===== src/rtl/servo_pkg.sv =====
// Shared tick constants and arithmetic helpers for the multi-channel servo PWM block.
// The optional SERVO_SLEW_EN macro is consumed by servo_ch.
package servo_pkg;

  localparam int FRAME_TICKS_DEF  = 1000;
  localparam int MIN_TICKS_DEF    = 25;
  localparam int MAX_TICKS_DEF    = 125;
  localparam int CENTER_TICKS_DEF = 75;

  function automatic int clamp_ticks(input int value, input int lo, input int hi);
    if (value < lo) return lo;
    if (value > hi) return hi;
    return value;
  endfunction

  // Limit a signed width change to +/- step.
  function automatic int slew_step(input int delta, input int step);
    if (delta > step) return step;
    if (delta < -step) return -step;
    return delta;
  endfunction

endpackage


===== src/rtl/servo_ch.sv =====
// One servo channel: target/active widths, latched enable and the registered output.
// Optional SERVO_SLEW_EN limits how far the active width moves per frame.
module servo_ch
  import servo_pkg::*;
#(
  parameter int W            = 10,
  parameter int MAX_TICKS    = MAX_TICKS_DEF,
  parameter int CENTER_TICKS = CENTER_TICKS_DEF,
  parameter int SLEW_STEP    = 2
) (
  input  logic         clk,
  input  logic         resetn,
  input  logic         load,
  input  logic         wr_hit,
  input  logic [W-1:0] wr_value,
  input  logic         en_in,
  input  logic [W-1:0] cnt_next,
  output logic         servo,
  output logic [W-1:0] active
);

`ifdef SERVO_SLEW_EN
  localparam int STEP_LIMIT = SLEW_STEP;
`else
  // Any legal jump is at most MAX-MIN, so this limit never bites: the target applies directly.
  localparam int STEP_LIMIT = (SLEW_STEP > MAX_TICKS) ? SLEW_STEP : MAX_TICKS;
`endif

  logic [W-1:0]   target;
  logic [W-1:0]   target_eff;
  logic [W-1:0]   slewed;
  logic [W-1:0]   active_next;
  logic           en_q;
  logic           en_next;
  logic signed [W:0] delta;
  logic signed [W:0] step;

  // Write-through: a write on the boundary edge feeds the frame that starts.
  assign target_eff = wr_hit ? wr_value : target;

  assign delta  = $signed({1'b0, target_eff}) - $signed({1'b0, active});
  assign step   = (W+1)'(slew_step(int'(delta), STEP_LIMIT));
  assign slewed = W'($signed({1'b0, active}) + step);

  assign active_next = load ? slewed : active;
  assign en_next     = load ? en_in : en_q;

  always_ff @(posedge clk or negedge resetn) begin
    if (!resetn) begin
      target <= W'(CENTER_TICKS);
      active <= W'(CENTER_TICKS);
      en_q   <= 1'b1;
      servo  <= 1'b0;
    end else begin
      target <= target_eff;
      active <= active_next;
      en_q   <= en_next;
      servo  <= en_next && (cnt_next < active_next);
    end
  end

endmodule


===== src/rtl/servo_pwm_multi.sv =====
// Multi-channel servo PWM top: shared frame counter, frame tick and write decode.
// Define SERVO_SLEW_EN to rate-limit width changes to SLEW_STEP ticks per frame.
module servo_pwm_multi
  import servo_pkg::*;
#(
  parameter int N_CH         = 4,
  parameter int W            = 10,
  parameter int FRAME_TICKS  = FRAME_TICKS_DEF,
  parameter int MIN_TICKS    = MIN_TICKS_DEF,
  parameter int MAX_TICKS    = MAX_TICKS_DEF,
  parameter int CENTER_TICKS = CENTER_TICKS_DEF,
  parameter int SLEW_STEP    = 2,
  localparam int CH_W        = (N_CH > 1) ? $clog2(N_CH) : 1
) (
  input  logic              clk,
  input  logic              resetn,
  input  logic              wr_en,
  input  logic [CH_W-1:0]   wr_ch,
  input  logic [W-1:0]      wr_pulse,
  input  logic [N_CH-1:0]   en_mask,
  output logic [N_CH-1:0]   servo,
  output logic              frame_tick,
  output logic [N_CH*W-1:0] active_dbg
);

  logic [W-1:0] cnt;
  logic [W-1:0] cnt_next;
  logic [W-1:0] wr_value;
  logic         started;
  logic         load;

  // The first edge after reset opens frame 0 with cnt held at 0, so the
  // opening cycle already shows frame_tick and the rising pulses.
  assign load     = !started || (cnt == W'(FRAME_TICKS - 1));
  assign cnt_next = load ? '0 : cnt + 1'b1;
  assign wr_value = W'(clamp_ticks(int'(wr_pulse), MIN_TICKS, MAX_TICKS));

  always_ff @(posedge clk or negedge resetn) begin
    if (!resetn) begin
      cnt        <= '0;
      started    <= 1'b0;
      frame_tick <= 1'b0;
    end else begin
      cnt        <= cnt_next;
      started    <= 1'b1;
      frame_tick <= (cnt_next == '0);
    end
  end

  generate
    for (genvar gi = 0; gi < N_CH; gi++) begin : g_ch
      logic wr_hit;

      // Out-of-range channel indices never match, so those writes drop.
      assign wr_hit = wr_en && (wr_ch == CH_W'(gi));

      servo_ch #(
        .W            (W),
        .MAX_TICKS    (MAX_TICKS),
        .CENTER_TICKS (CENTER_TICKS),
        .SLEW_STEP    (SLEW_STEP)
      ) u_ch (
        .clk      (clk),
        .resetn   (resetn),
        .load     (load),
        .wr_hit   (wr_hit),
        .wr_value (wr_value),
        .en_in    (en_mask[gi]),
        .cnt_next (cnt_next),
        .servo    (servo[gi]),
        .active   (active_dbg[gi*W +: W])
      );
    end
  endgenerate

endmodule


===== config.mk =====
export PLATFORM = sky130hd
export DESIGN_NAME = servo_pwm_multi
export DESIGN_NICKNAME = d
export VERILOG_FILES = /design/src/rtl/servo_pkg.sv /design/src/rtl/servo_ch.sv /design/src/rtl/servo_pwm_multi.sv
export SDC_FILE = /design/constraint.sdc
export NUM_CORES = 1
export LEC_CHECK = 0
export BUFFER_PORTS_ARGS = -buffer_cell sky130_fd_sc_hd__buf_2
export CORE_UTILIZATION = 33
export CTS_CLUSTER_SIZE = 10
export DETAILED_ROUTE_END_ITERATION = 8
export GPL_ROUTABILITY_DRIVEN = 0
export GPL_TIMING_DRIVEN = 0
export SLEW_MARGIN = 20
export SYNTH_ARGS = -nofsm -noshare
export SYNTH_HDL_FRONTEND = slang
export SYNTH_SLANG_ARGS = --single-unit

===== constraint.sdc =====
create_clock -name clk -period 6.9 [get_ports clk]
set_clock_uncertainty 0.1 [all_clocks]
set_input_delay 1.035 -clock clk [delete_from_list [all_inputs] [get_ports clk]]
set_output_delay 1.035 -clock clk [all_outputs]
set_load 0.01 [all_outputs]

; ---- Word level (Yosys, flattened, before mapping)
; Index checks and enable logic that the tools add are counted.
[word_totals]
ff_bits = 100
output_inout_bits = 45
word_cells = 106
inputBits = 19
[classes]
muxes = 48
eq_ne = 4
addsub = 9
reduce_logical = 12
order_cmp = 14
[op_table]
columns = op, n
row1 = 10-bit two-way mux, 23
row2 = 11-bit by 8-bit > comparator with 1-bit output (second input constant), 4
row3 = 11-bit by 8-bit less-than comparator with 1-bit output (second input constant), 4
row4 = 10-bit by 10-bit subtractor with 11-bit output, 4
row5 = 10-bit adder, 4
row6 = 10-bit less-than comparator, 4
row7 = 7-bit two-way mux, 5
row8 = 1-bit two-way mux, 19
row9 = 10-bit by 1-bit adder with 10-bit output (second input constant), 1
row10 = 10-bit equality test (second input constant), 1
row11 = 10-bit by 7-bit > comparator with 1-bit output (second input constant), 1
row12 = 10-bit zero test, 1
row13 = 10-bit by 5-bit less-than comparator with 1-bit output (second input constant), 1
row14 = 1-bit logical AND, 8
row15 = 5-bit two-way mux, 1
row16 = 2-bit equality test (second input constant), 2
row17 = 2-bit by 1-bit equality test with 1-bit output (second input constant), 1
row18 = 2-bit zero test, 1
row19 = 1-bit zero test, 1
row20 = 1-bit logical OR, 1

; ---- Longest topological paths before layout
; Gate-level depths: netlist (run 1).
[logic_depth]
depth_word = 16
mapped_depth = 31
depth_no_buf = 30

; ---- Modules after synthesis
; From an unflattened synthesis (run 1), not the netlist that was laid out.
[unflattened]
hier_cells = 988
hier_area_um2 = 9140.0
[modules_own_cells]
columns = module, seq_area_each_um2, cells_per_inst, area_per_inst_um2, n_inst
row1 = servo_ch (g_ch[0].u_ch ...), 561.8, 219, 2059.5, 3
row2 = servo_ch (g_ch[1].u_ch), 561.8, 231, 2098.3, 1
row3 = servo_pwm_multi, 300.3, 100, 863.3, 1

; ---- Worst setup path after synthesis (run 1)
; OpenSTA, ideal clock, no wires.
[synth_timing]
path_kind = input port to flip-flop
from = in wr_pulse[8]
to = reg g_ch[1].u_ch.servo
t_arrival_ns = 6.414
setup_ns = 0.138
path_slack_ns = 0.247
cell_stages = 28
required_time_ns = 6.662
path_buffers = 0
cell_sequence = or3_1 -> a211o_1 -> nor2_1 -> o21a_1 -> ha_1 -> inv_1 -> fa_1 -> a211oi_2 -> o21bai_1 -> a31oi_1 -> xor2_1 -> nand2_1 -> a211oi_2 -> a31oi_1 -> ha_1 -> fa_1 -> a21o_1 -> a21oi_1 -> nor2b_1 -> o21ai_0 -> nor2b_1 -> xnor2_1 -> mux2i_1 -> ha_1 -> and3_1 -> nand3_1 -> o21ai_0 -> a41oi_1
[synth_between]
elab_chain_cells = 16
elab_cells_between_ends = 24
cone_classes = add/sub (2) / order compare (5) / mux (16) / reduce/logical (1)
[synth_rtl]
columns = element, line
row1 = "start, declared", servo_pwm_multi.sv:19  ; input logic [W-1:0] wr_pulse,
row2 = 10-bit by 5-bit less-than comparator with 1-bit output or 10-bit by 7-bit > comparator with 1-bit output (tied branches), "servo_pkg.sv:11, servo_pkg.sv:12"
row3 = 5-bit two-way mux or 1-bit two-way mux (tied branches), "servo_pkg.sv:11, servo_pkg.sv:12"
row4 = 7-bit two-way mux or 1-bit two-way mux (tied branches), servo_pkg.sv:12  ; if (value > hi) return hi;
row5 = 10-bit two-way mux, servo_pkg.sv:13  ; return value;
row6 = 10-bit two-way mux (*), servo_pkg.sv:12
row7 = 10-bit two-way mux (*), servo_ch.sv:39  ; assign target_eff = wr_hit ? wr_value : target;
row8 = 10-bit by 10-bit subtractor with 11-bit output (*), servo_ch.sv:41  ; assign delta = $signed({1'b0, target_eff}) - $signed({1'b0, active});
row9 = 11-bit by 8-bit > comparator with 1-bit output or 11-bit by 8-bit less-than comparator with 1-bit output (tied branches), "servo_pkg.sv:18, servo_pkg.sv:19"
row10 = 7-bit two-way mux or 1-bit two-way mux (tied branches), "servo_pkg.sv:18, servo_pkg.sv:19"
row11 = 10-bit two-way mux or 1-bit two-way mux (tied branches), servo_pkg.sv:19  ; if (delta < -step) return -step;
row12 = 10-bit two-way mux, servo_pkg.sv:20  ; return delta;
row13 = 10-bit two-way mux (*), servo_pkg.sv:19
row14 = 10-bit adder (*), servo_ch.sv:43  ; assign slewed = W'($signed({1'b0, active}) + step);
row15 = 10-bit two-way mux (*), servo_ch.sv:45  ; assign active_next = load ? slewed : active;
row16 = 10-bit less-than comparator (*), servo_ch.sv:58  ; servo <= en_next && (cnt_next < active_next);
row17 = 1-bit logical AND (*), servo_ch.sv:58
row18 = "end signal, assigned", servo_ch.sv:58
row19 = "end, declared", servo_ch.sv:18  ; output logic servo,
; Every way passes the cells marked *; elsewhere a longest branch is shown, timed or not. The select of a mux whose other input is x is not followed.

; ---- Final worst setup path (run 1)
; Same ends and word-level chain as after synthesis.

==> metrics.csv, run 1 <==
metric,value,unit
areaGrowthSynthToFinish,17.5,%
post-dp-hpwl,18600,um
antenna_found_initial,0,
fillCellCount,2742,
seq_area_frac_synth,0.281,
drtAntennaViolNets,0,
num_rows,60,
pin_count,64,
critPathCaptureType,register,
multiInputGateArea,0.00644,mm2
cp-start-kind,input pin,
hp-class,register to register,
crit_slowest_cell,or4b_4,
grt_pass1_vias,7553,
drv_slew,0,
grt_setup_unrepaired,yes,
slowest_delay,0.53,ns
grt_pass1_wl,39600,um
hold_ws,0.369,ns
insertion_delay,0.36,ns
synth_area_per_cell,8.44,um2
cts_sinks,100,
finalSetupViolCount,0,
cp_max_fo,4,
dp_slack,-1.03,ns
fin_ws,0.102,ns
grt_usage,0.179,
fin_nets,1306,
min_period,6.80,ns
vias_per_cell,5.26,
io_buffers,63,
grt_max_degree,55,
worst_pin_slew,0.786,ns
post_drt_wl_per_cell,16.6,um
hold_buffers,0,
synth.most_common_cell,ha_1,
layout-drive-gt1-share,0.198,
die_y,168,um
maxSlewHeadroom,0.476,
synth_flop_cell,dfrtp_1,
maxCapViolCount,0,
synth_cell_types,79,
vias,7943,
ys_top_cells_by_count,"ha_1 (116), nand2_1 (98), nor2_1 (96), a21oi_1 (95), inv_1 (81)",
finalCritPeriodShare,0.985,
wirelength,25000,um
syn_nets,1217,
cts_tree,built,
critPathArrivalTime,6.97,ns
drtIter0Drc,388,
synth_edf_count,0,
stdcell_area,0.0107,mm2
root_buffer,clkbuf_16,
ys_ff_latch,100,
route.detailed.drc,0,
fin_setup_tns,0,ns
placedInstanceArea,0.00986,mm2
worstPathRequired,7.07,ns
initial_core_util,0.336,
final_hold_viol_count,0,
cts_inserted_buffers,9,
grt_overflow_total,0,
yosysWarnings,0,
core,0.0270,mm2
antenna_cells,0,
clock.fmax,0.147,GHz
syn_area,0.00907,mm2
synthTopCellsByArea,"dfrtp_1 (18%), ha_1 (16%), dfstp_2 (10%)",
die_w,168,um
die_area,0.0281,mm2
firstDrtPassIters,5,
h-tree-depth,3,
synthCells,1074,
synthArstFlopShare,1.00,
clk_pin_slew_worst_paths,0.07,ns
path_class,input pin to register,
seqCellArea,0.00255,mm2
yosys.area.top_type,dfrtp_1,
cts_max_path_buffers,2,
run_status,completed,
yosysTopAreaCellShare,0.177,
## logic make-up (layout without fill, tap and decap cells)
family                   after synthesis  count (layout)  synth area share
other                                  1               1          0.000414
multiplexers                          24              24            0.0277
XOR/XNOR                              73              73            0.0713
AND/OR/NAND/NOR                      342             342             0.183
AO/OA/AOI/OAI                        299             299             0.210
flip-flops                           100             100             0.281
buffers and inverters                111             205            0.0493
adder cells (fa/ha/maj)              124             124             0.178
## per-stage QoR
step,utilization,cells
3_5_place_dp,0.366,1480
2_1_floorplan,-,1074
4_1_cts,0.382,1500
5_1_grt,0.395,1509
3_3_place_gp,0.364,1478
6_report,0.395,1509
## critical path, delay by kind of cell
kind                       cells  cell delay (ns)
buffers and inverters          4             0.47
and+or+nand+nor                7             1.57
adders and majority gates      5             1.34
AOI/OAI and AO/OA             12             2.06
xor gates and xnor gates       2             0.37
muxes                          1             0.12
## cell type report
cell class	instances	area share
clock inverters	3	0.00423
well taps	341	0.0400
flip-flops and latches	100	0.239
multi-input cells	863	0.604
clock buffers	13	0.0244
inverters	82	0.0289
repair buffers	80	0.0464
plain buffers	27	0.0126
## flip-flops by register name, summed over array words and instances (netlist names)
signal / count
g_ch.u_ch.active: 40
cnt: 10
started: 1
g_ch.u_ch.servo: 4
g_ch.u_ch.en_q: 4
g_ch.u_ch.target: 40
frame_tick: 1
## routing by layer
layer | share of wire | wire length (um) | global-route usage
met2 | 0.46 | 11400 | 0.292
met4 | 0.011 | 287 | 0.0363
met1 | 0.49 | 12200 | 0.246
met5 | 0 | 0 | 0
met3 | 0.046 | 1140 | 0.0320
## final timing paths
kind,start,end,slack (ns),cells after the start
max,wr_pulse[8],g_ch[1].u_ch.servo,0.10,31
min,g_ch[2].u_ch.en_q,g_ch[2].u_ch.en_q,0.37,2
max reg2reg,g_ch[1].u_ch.active[0],g_ch[1].u_ch.servo,1.30,26
min reg2reg,g_ch[2].u_ch.en_q,g_ch[2].u_ch.en_q,0.37,2
max in group asynchronous,resetn,g_ch[2].u_ch.active[3],5.52,2
min in group asynchronous,resetn,g_ch[1].u_ch.target[4],0.50,1
## what timing repair did
| action | in CTS | in global routing |
|---|---|---|
| setup endpoints to repair | 4 | 4 |
| gates resized for setup | 26 | 65 |
| pin swaps | 8 | 27 |
| buffers inserted | 5 | 10 |
## placed cells by master, fill, tap and decap left out, types with 36 or more instances in the layout
| cell | n |
|---|---|
| dfstp_2 | 36 |
| xnor2_1 | 43 |
| ha_1 | 113 |
| dfrtp_1 | 64 |
| a21oi_1 | 83 |
| nor2_1 | 89 |
| inv_1 | 81 |
| buf_2 | 69 |
| o21ai_0 | 64 |
| nand2_1 | 95 |
Power of run 1 is not shown: default switching activity piles up to over one toggle a cycle in this logic, so the estimate is an artifact.
==> run 2: changes to the inputs <==
- ABC_AREA: default -> 1
==> run 2 against run 1 <==
Net effect: count of clock-buffer cells in the layout decreased by 2; flip-flop and latch count did not move; area after synthesis rose by 5.7%; register-to-register slack better by 0.54 ns; cell count grew 27%; worst setup slack better by 0.48 ns; highest routed layer unchanged.
==> metrics.csv, run 2 <==
metric,value,unit,change
synth_cell_types,42,,was 79
final_hold_viol_count,0,,unchanged
maxSlewHeadroom,0.304,,was 0.476
critPathArrivalTime,6.46,ns,was 6.97 ns
synthTopCellsByArea,"nand2_1 (18%), dfrtp_1 (17%), ha_1 (15%)",,"was dfrtp_1 (18%), ha_1 (16%), dfstp_2 (10%)"
postCtsSetupRepairBufs,0,,was 5
wl_met1,13000,um,was 12200 um
synth_top_family_by_area,simple AND/OR/NAND/NOR gates,,was compound AO/OA/AOI/OAI gates
slowest_delay,0.44,ns,was 0.53 ns
post_drt_wl_per_cell,14.0,um,was 16.6 um
grt_usage,0.191,,was 0.179
ys_ff_latch,100,,unchanged
yosysTopAreaCellShare,0.184,,was 0.177
cts_max_path_buffers,2,,unchanged
initial_core_util,0.335,,was 0.336
post-dp-hpwl,21400,um,was 18600 um
worst_pin_slew,1.04,ns,was 0.786 ns
h-tree-depth,3,,unchanged
clock.fmax,0.158,GHz,was 0.147 GHz
synthCells,1456,,was 1074
cts_tree,built,,unchanged
path_buf_inv,5,,was 4
cp_max_fo,7,,was 4
met3WireLength,1140,um,about the same
cts_sinks,100,,unchanged
synth_flop_cell,dfrtp_1,,unchanged
grt_max_degree,58,,was 55
final_common_cell,nand2_1,,was ha_1
grt_pass1_vias,8772,,was 7553
min_period,6.31,ns,was 6.80 ns
antenna_found_initial,0,,unchanged
top_regs,"g_ch.u_ch.active x40, g_ch.u_ch.target x40, cnt x10",,unchanged
run_status,completed,,unchanged
antenna_cells,0,,unchanged
wirelength,26900,um,was 25000 um
seq_area_frac_synth,0.266,,was 0.281
synth_compound_area_frac,0.0846,,was 0.210
die_area,0.0297,mm2,was 0.0281 mm2
io_buffers,63,,unchanged
synth_adder_area_share,0.168,,was 0.178
synthXorXnorAreaFrac,0.00914,,was 0.0713
layout-drive-gt1-share,0.111,,was 0.198
synth.area.mux_share,0,,was 0.0277
synth_edf_count,0,,unchanged
root_buffer,clkbuf_16,,unchanged
finalSetupViolCount,0,,unchanged
cp_common_cell,nand2_1,,
instances_no_fill,1920,,was 1509
critPathCaptureType,register,,unchanged
drtAntennaViolNets,0,,unchanged
crit_slowest_cell,ha_2,,was or4b_4
cp-start-kind,input pin,,unchanged
most-common-layout-cells,"nand2_1 (471), inv_1 (255), nand3_1 (119)",,"was ha_1 (113), nand2_1 (95), nor2_1 (89)"
worstPathRequired,7.05,ns,was 7.07 ns
grt_overflow_total,0,,unchanged
grt_pass1_wl,43900,um,was 39600 um
synth_area_per_cell,6.58,um2,was 8.44 um2
path_class,input pin to register,,unchanged
core,0.0286,mm2,was 0.0270 mm2
crit_family,simple AND/OR/NAND/NOR gates,,was compound AO/OA/AOI/OAI gates
vias_per_cell,4.80,,was 5.26
top_layer,met4,,unchanged
num_rows,62,,was 60
cts_inserted_buffers,9,,unchanged
vias,9222,,was 7943
fin_nets,1674,,was 1306
drtIter0Drc,518,,was 388
maxCapViolCount,0,,unchanged
drv_slew,0,,unchanged
die_y,172,um,was 168 um
hp-class,register to register,,unchanged
yosysWarnings,0,,unchanged
areaGrowthSynthToFinish,12.6,%,was 17.5%
firstDrtPassIters,5,,unchanged
syn_nets,1599,,was 1217
synthArstFlopShare,1.00,,unchanged
synth.most_common_cell,nand2_1,,was ha_1
dp_cells,1904,,was 1480
met2WireLength,12200,um,was 11400 um
syn_area,0.00959,mm2,was 0.00907 mm2
pin_count,64,,unchanged
yosys.area.top_type,nand2_1,,was dfrtp_1
die_w,172,um,was 168 um
clk_pin_slew_worst_paths,0.08,ns,was 0.07 ns
route.detailed.drc,0,,unchanged
finalCritPeriodShare,0.915,,was 0.985
synthSimpleGateAreaFrac,0.358,,was 0.183
insertion_delay,0.36,ns,about the same
ys_top_cells_by_count,"nand2_1 (471), inv_1 (255), nand3_1 (120), ha_1 (116), nor2_1 (102)",,"was ha_1 (116), nand2_1 (98), nor2_1 (96), a21oi_1 (95), inv_1 (81)"
==> run 2: cell count changes in the layout (fill, tap and decap cells not counted), sizes merged, moves of 21 or more <==
cell / previous run / this run
xnor2: 45 / 5
o21ai: 83 / 58
a21oi: 96 / 61
xor2: 28 / 5
nand2: 98 / 472
nand4: 3 / 34
nand3: 22 / 121
a21o: 24 / 3
inv: 82 / 258
==> run 2: worst paths after layout <==
kind,slack (ns),start,depth (start not counted),end
worst max-delay path,0.59,wr_pulse[8],39,g_ch[1].u_ch.servo
worst min-delay path,0.37,g_ch[2].u_ch.target[7],2,g_ch[2].u_ch.target[7]
worst max register to register,1.84,g_ch[1].u_ch.target[0],34,g_ch[1].u_ch.servo
worst min register to register,0.37,g_ch[2].u_ch.target[7],2,g_ch[2].u_ch.target[7]
max in group asynchronous,5.51,resetn,2,g_ch[2].u_ch.active[6]
min in group asynchronous,0.49,resetn,1,g_ch[1].u_ch.target[7]
==> run 2: repair_timing <==
item,in CTS,in global routing
resized for setup,0,10
hold buffers,0,0
setup endpoints to repair,0,4
==> run 2: worst min-delay path, stage by stage, from the launching register on <==
cell     delay (ns)
dfrtp_1        0.32
nand2_1        0.05
inv_1          0.06
==> run 2: kinds of logic after synthesis <==
group / count (synthesis)
other: 1
AO/OA/AOI/OAI: 148
buffers and inverters: 274
flip-flops: 100
XOR/XNOR: 10
adder cells (fa/ha/maj): 124
AND/OR/NAND/NOR: 799
==> run 2: routing by layer <==
layer,global-route usage,up-vias
li1,-,4815
met1,0.253,4210
met2,0.320,164
met3,0.0229,33
met4,0.0646,0
met5,0,-
==> run 2: layout make-up <==
cell class                      count  area [um2]
Buffer                             17         128
Clock buffer                       11         233
Clock inverter                      5         108
Fill cell                        3052       17800
Inverter                          257         965
Multi-Input combinational cell   1082        5990
Sequential cell                   100        2550
Tap cell                          384         480
Timing Repair Buffer               64         349
==> run 2: metrics by stage <==
step                worst slack (ns)  instance area (um2)  utilization  hold slack [ns]  setup TNS, ns
CTS                            0.490                10800        0.376            0.372              0
finish                         0.586                10800        0.377            0.369              0
global route                -0.00725                10800        0.377            0.391       -0.00725
floorplan                       1.39                 9590            -            0.334              0
global placement              0.0688                10400        0.363            0.350              0
detailed placement             0.128                10400        0.364            0.354              0
Power of run 2 is left out for the same reason.
==> run 3: changes to the inputs <==
- PLACE_DENSITY: default -> 0.58
- clock period: 6.9 -> 5.6 ns (I/O delays scaled with it)
==> run 3 against run 2 <==
Net effect: flip-flop and latch count is the same; count of clock-buffer cells in the layout down 1; cell count grew 2.0%; sequential share of layout area fell by 2.7 points; first-iteration DRC count down 6.0%; die area did not move; non-clock buffer count grew 39; utilization increased by 4.8 points; register-to-register slack lost 0.86 ns; routed wire length increased by 6.0%; global-route usage rose by 0.31 points; worst setup slack got worse by 0.35 ns; largest cell class unchanged.
==> metrics.csv, run 3 (synthesized netlist as in run 2, its figures left out) <==
metric,value,unit,change
maxSlewHeadroom,0.0796,,was 0.304
run_status,completed,,unchanged
cts_sinks,100,,unchanged
grt_max_degree,77,,was 58
worst_pin_slew,1.37,ns,was 1.04 ns
cp-start-kind,input pin,,unchanged
final_hold_viol_count,0,,unchanged
pin_count,64,,unchanged
finalSetupViolCount,0,,unchanged
worstReg2RegEnd,g_ch[0].u_ch.servo,,was g_ch[1].u_ch.servo
die_w,172,um,unchanged
firstDrtPassIters,4,,was 5
critPathArrivalTime,5.55,ns,was 6.46 ns
cts_max_path_buffers,2,,unchanged
crit_slowest_cell,fa_2,,was ha_2
slowest_delay,0.46,ns,was 0.44 ns
fillCellCount,2944,,was 3052
grt_overflow_total,0,,unchanged
clk_pin_slew_worst_paths,0.08,ns,about the same
num_rows,62,,unchanged
worstPathRequired,5.78,ns,was 7.05 ns
final_common_cell,nand2_1,,unchanged
die_y,172,um,unchanged
route.detailed.drc,0,,unchanged
seqCellArea,0.00255,mm2,unchanged
multiInputGateArea,0.00710,mm2,was 0.00599 mm2
most-common-layout-cells,"nand2_1 (417), inv_1 (241), nand3_1 (101)",,"was nand2_1 (471), inv_1 (255), nand3_1 (119)"
die_area,0.0297,mm2,unchanged
instances_no_fill,1959,,was 1920
drtIter0Drc,487,,was 518
areaGrowthSynthToFinish,27.0,%,was 12.6%
h-tree-depth,3,,unchanged
root_buffer,clkbuf_16,,unchanged
maxCapViolCount,0,,unchanged
hp-class,input pin to asynchronous set/reset pin,,was register to register
cts_inserted_buffers,9,,unchanged
critPathCaptureType,register,,unchanged
grt_pass1_vias,9048,,was 8772
fin_nets,1713,,was 1674
fin_setup_tns,0,ns,unchanged
drtAntennaViolNets,0,,unchanged
antenna_found_initial,0,,unchanged
grt_pass1_wl,44700,um,was 43900 um
post_drt_wl_per_cell,14.6,um,was 14.0 um
cp_max_fo,7,,unchanged
insertion_delay,0.36,ns,about the same
path_class,input pin to register,,unchanged
antenna_cells,0,,unchanged
min_period,5.36,ns,
r2r_slack,0.98,ns,was 1.84 ns
drv_slew,0,,unchanged
vias,9480,,was 9222
r2r_start,g_ch[0].u_ch.target[0],,was g_ch[1].u_ch.target[0]
reg2reg_depth,31,,was 34
cts_tree,built,,unchanged
dp_cells,1904,,unchanged
top_regs,"g_ch.u_ch.active x40, g_ch.u_ch.target x40, cnt x10",,unchanged
wirelength,28500,um,was 26900 um
finalCritPeriodShare,0.958,,
vias_per_cell,4.84,,was 4.80
hold_buffers,0,,unchanged
initial_core_util,0.335,,unchanged
clock.fmax,0.186,GHz,
core,0.0286,mm2,unchanged
grt_setup_unrepaired,yes,,
io_buffers,63,,unchanged
layout-drive-gt1-share,0.262,,was 0.111
cp_common_cell,nand2_1,,unchanged
post-dp-hpwl,21500,um,was 21400 um
grt_usage,0.194,,was 0.191
## run 3: cell types whose count changed in the layout (fill, tap and decap cells not counted), sizes merged
| cell | change |
|---|---|
| clkbuf | -3 |
| bufinv | -3 |
| inv | +1 |
| clkinvlp | +3 |
| buf | +41 |
## run 3: worst max path at each step
stage | startpoint | end | slack (ns) | cells after the start
after floorplan | wr_pulse[8] | g_ch[3].u_ch.servo | 0.28 | 40
final | wr_pulse[8] | g_ch[1].u_ch.servo | 0.24 | 41
after global placement | wr_pulse[8] | g_ch[1].u_ch.servo | -1.07 | 35
after CTS | wr_pulse[8] | g_ch[2].u_ch.servo | 0.006 | 38
after global routing | wr_pulse[8] | g_ch[1].u_ch.servo | -0.13 | 41
after detailed placement | wr_pulse[8] | g_ch[3].u_ch.servo | -1.01 | 40
## run 3: through the flow
| step | hold WS [ns] | cell area (um2) | utilization | setup WS [ns] |
|---|---|---|---|---|
| after CTS | 0.238 | 10900 | 0.381 | 0.00625 |
| after floorplan | 0.334 | 9590 | - | 0.284 |
| after global routing | 0.249 | 12200 | 0.425 | -0.130 |
| after detailed placement | 0.353 | 10400 | 0.364 | -1.01 |
| final | 0.240 | 12200 | 0.425 | 0.235 |
| after global placement | 0.352 | 10400 | 0.363 | -1.07 |
## run 3: what timing repair did
item                                    4_1_cts  5_1_grt
resized for setup                            56      234
endpoints found under the setup margin        4        4
pin swaps                                     8       73
endpoints found under the hold margin         0        0
gates cloned                                  0        0
buffers inserted                              9       30
## run 3: final cells by class
class                      count  area share
buffer                        17      0.0112
clock buffer                  10      0.0188
clock inverter                 6     0.00390
inverter                     257      0.0794
multi-input combinational   1082       0.583
sequential                   100       0.209
tap                          384      0.0395
timing repair buffer         103      0.0551
## run 3: metal layers
layer,GRT usage,vias up,part of all wire
met3,0.0240,30,0.033
met5,0,-,0
li1,-,4881,-
met2,0.332,140,0.48
met1,0.250,4429,0.47
met4,0.0666,0,0.020
## run 3: worst max-delay path: cells and delay by family
| kind | cells | cell delay (ns) |
|---|---|---|
| AND/OR/NAND/NOR | 26 | 2.48 |
| adder cells (fa/ha/maj) | 4 | 1.26 |
| AO/OA/AOI/OAI | 2 | 0.23 |
| buffers and inverters | 9 | 0.73 |
Power of run 3 is left out for the same reason.
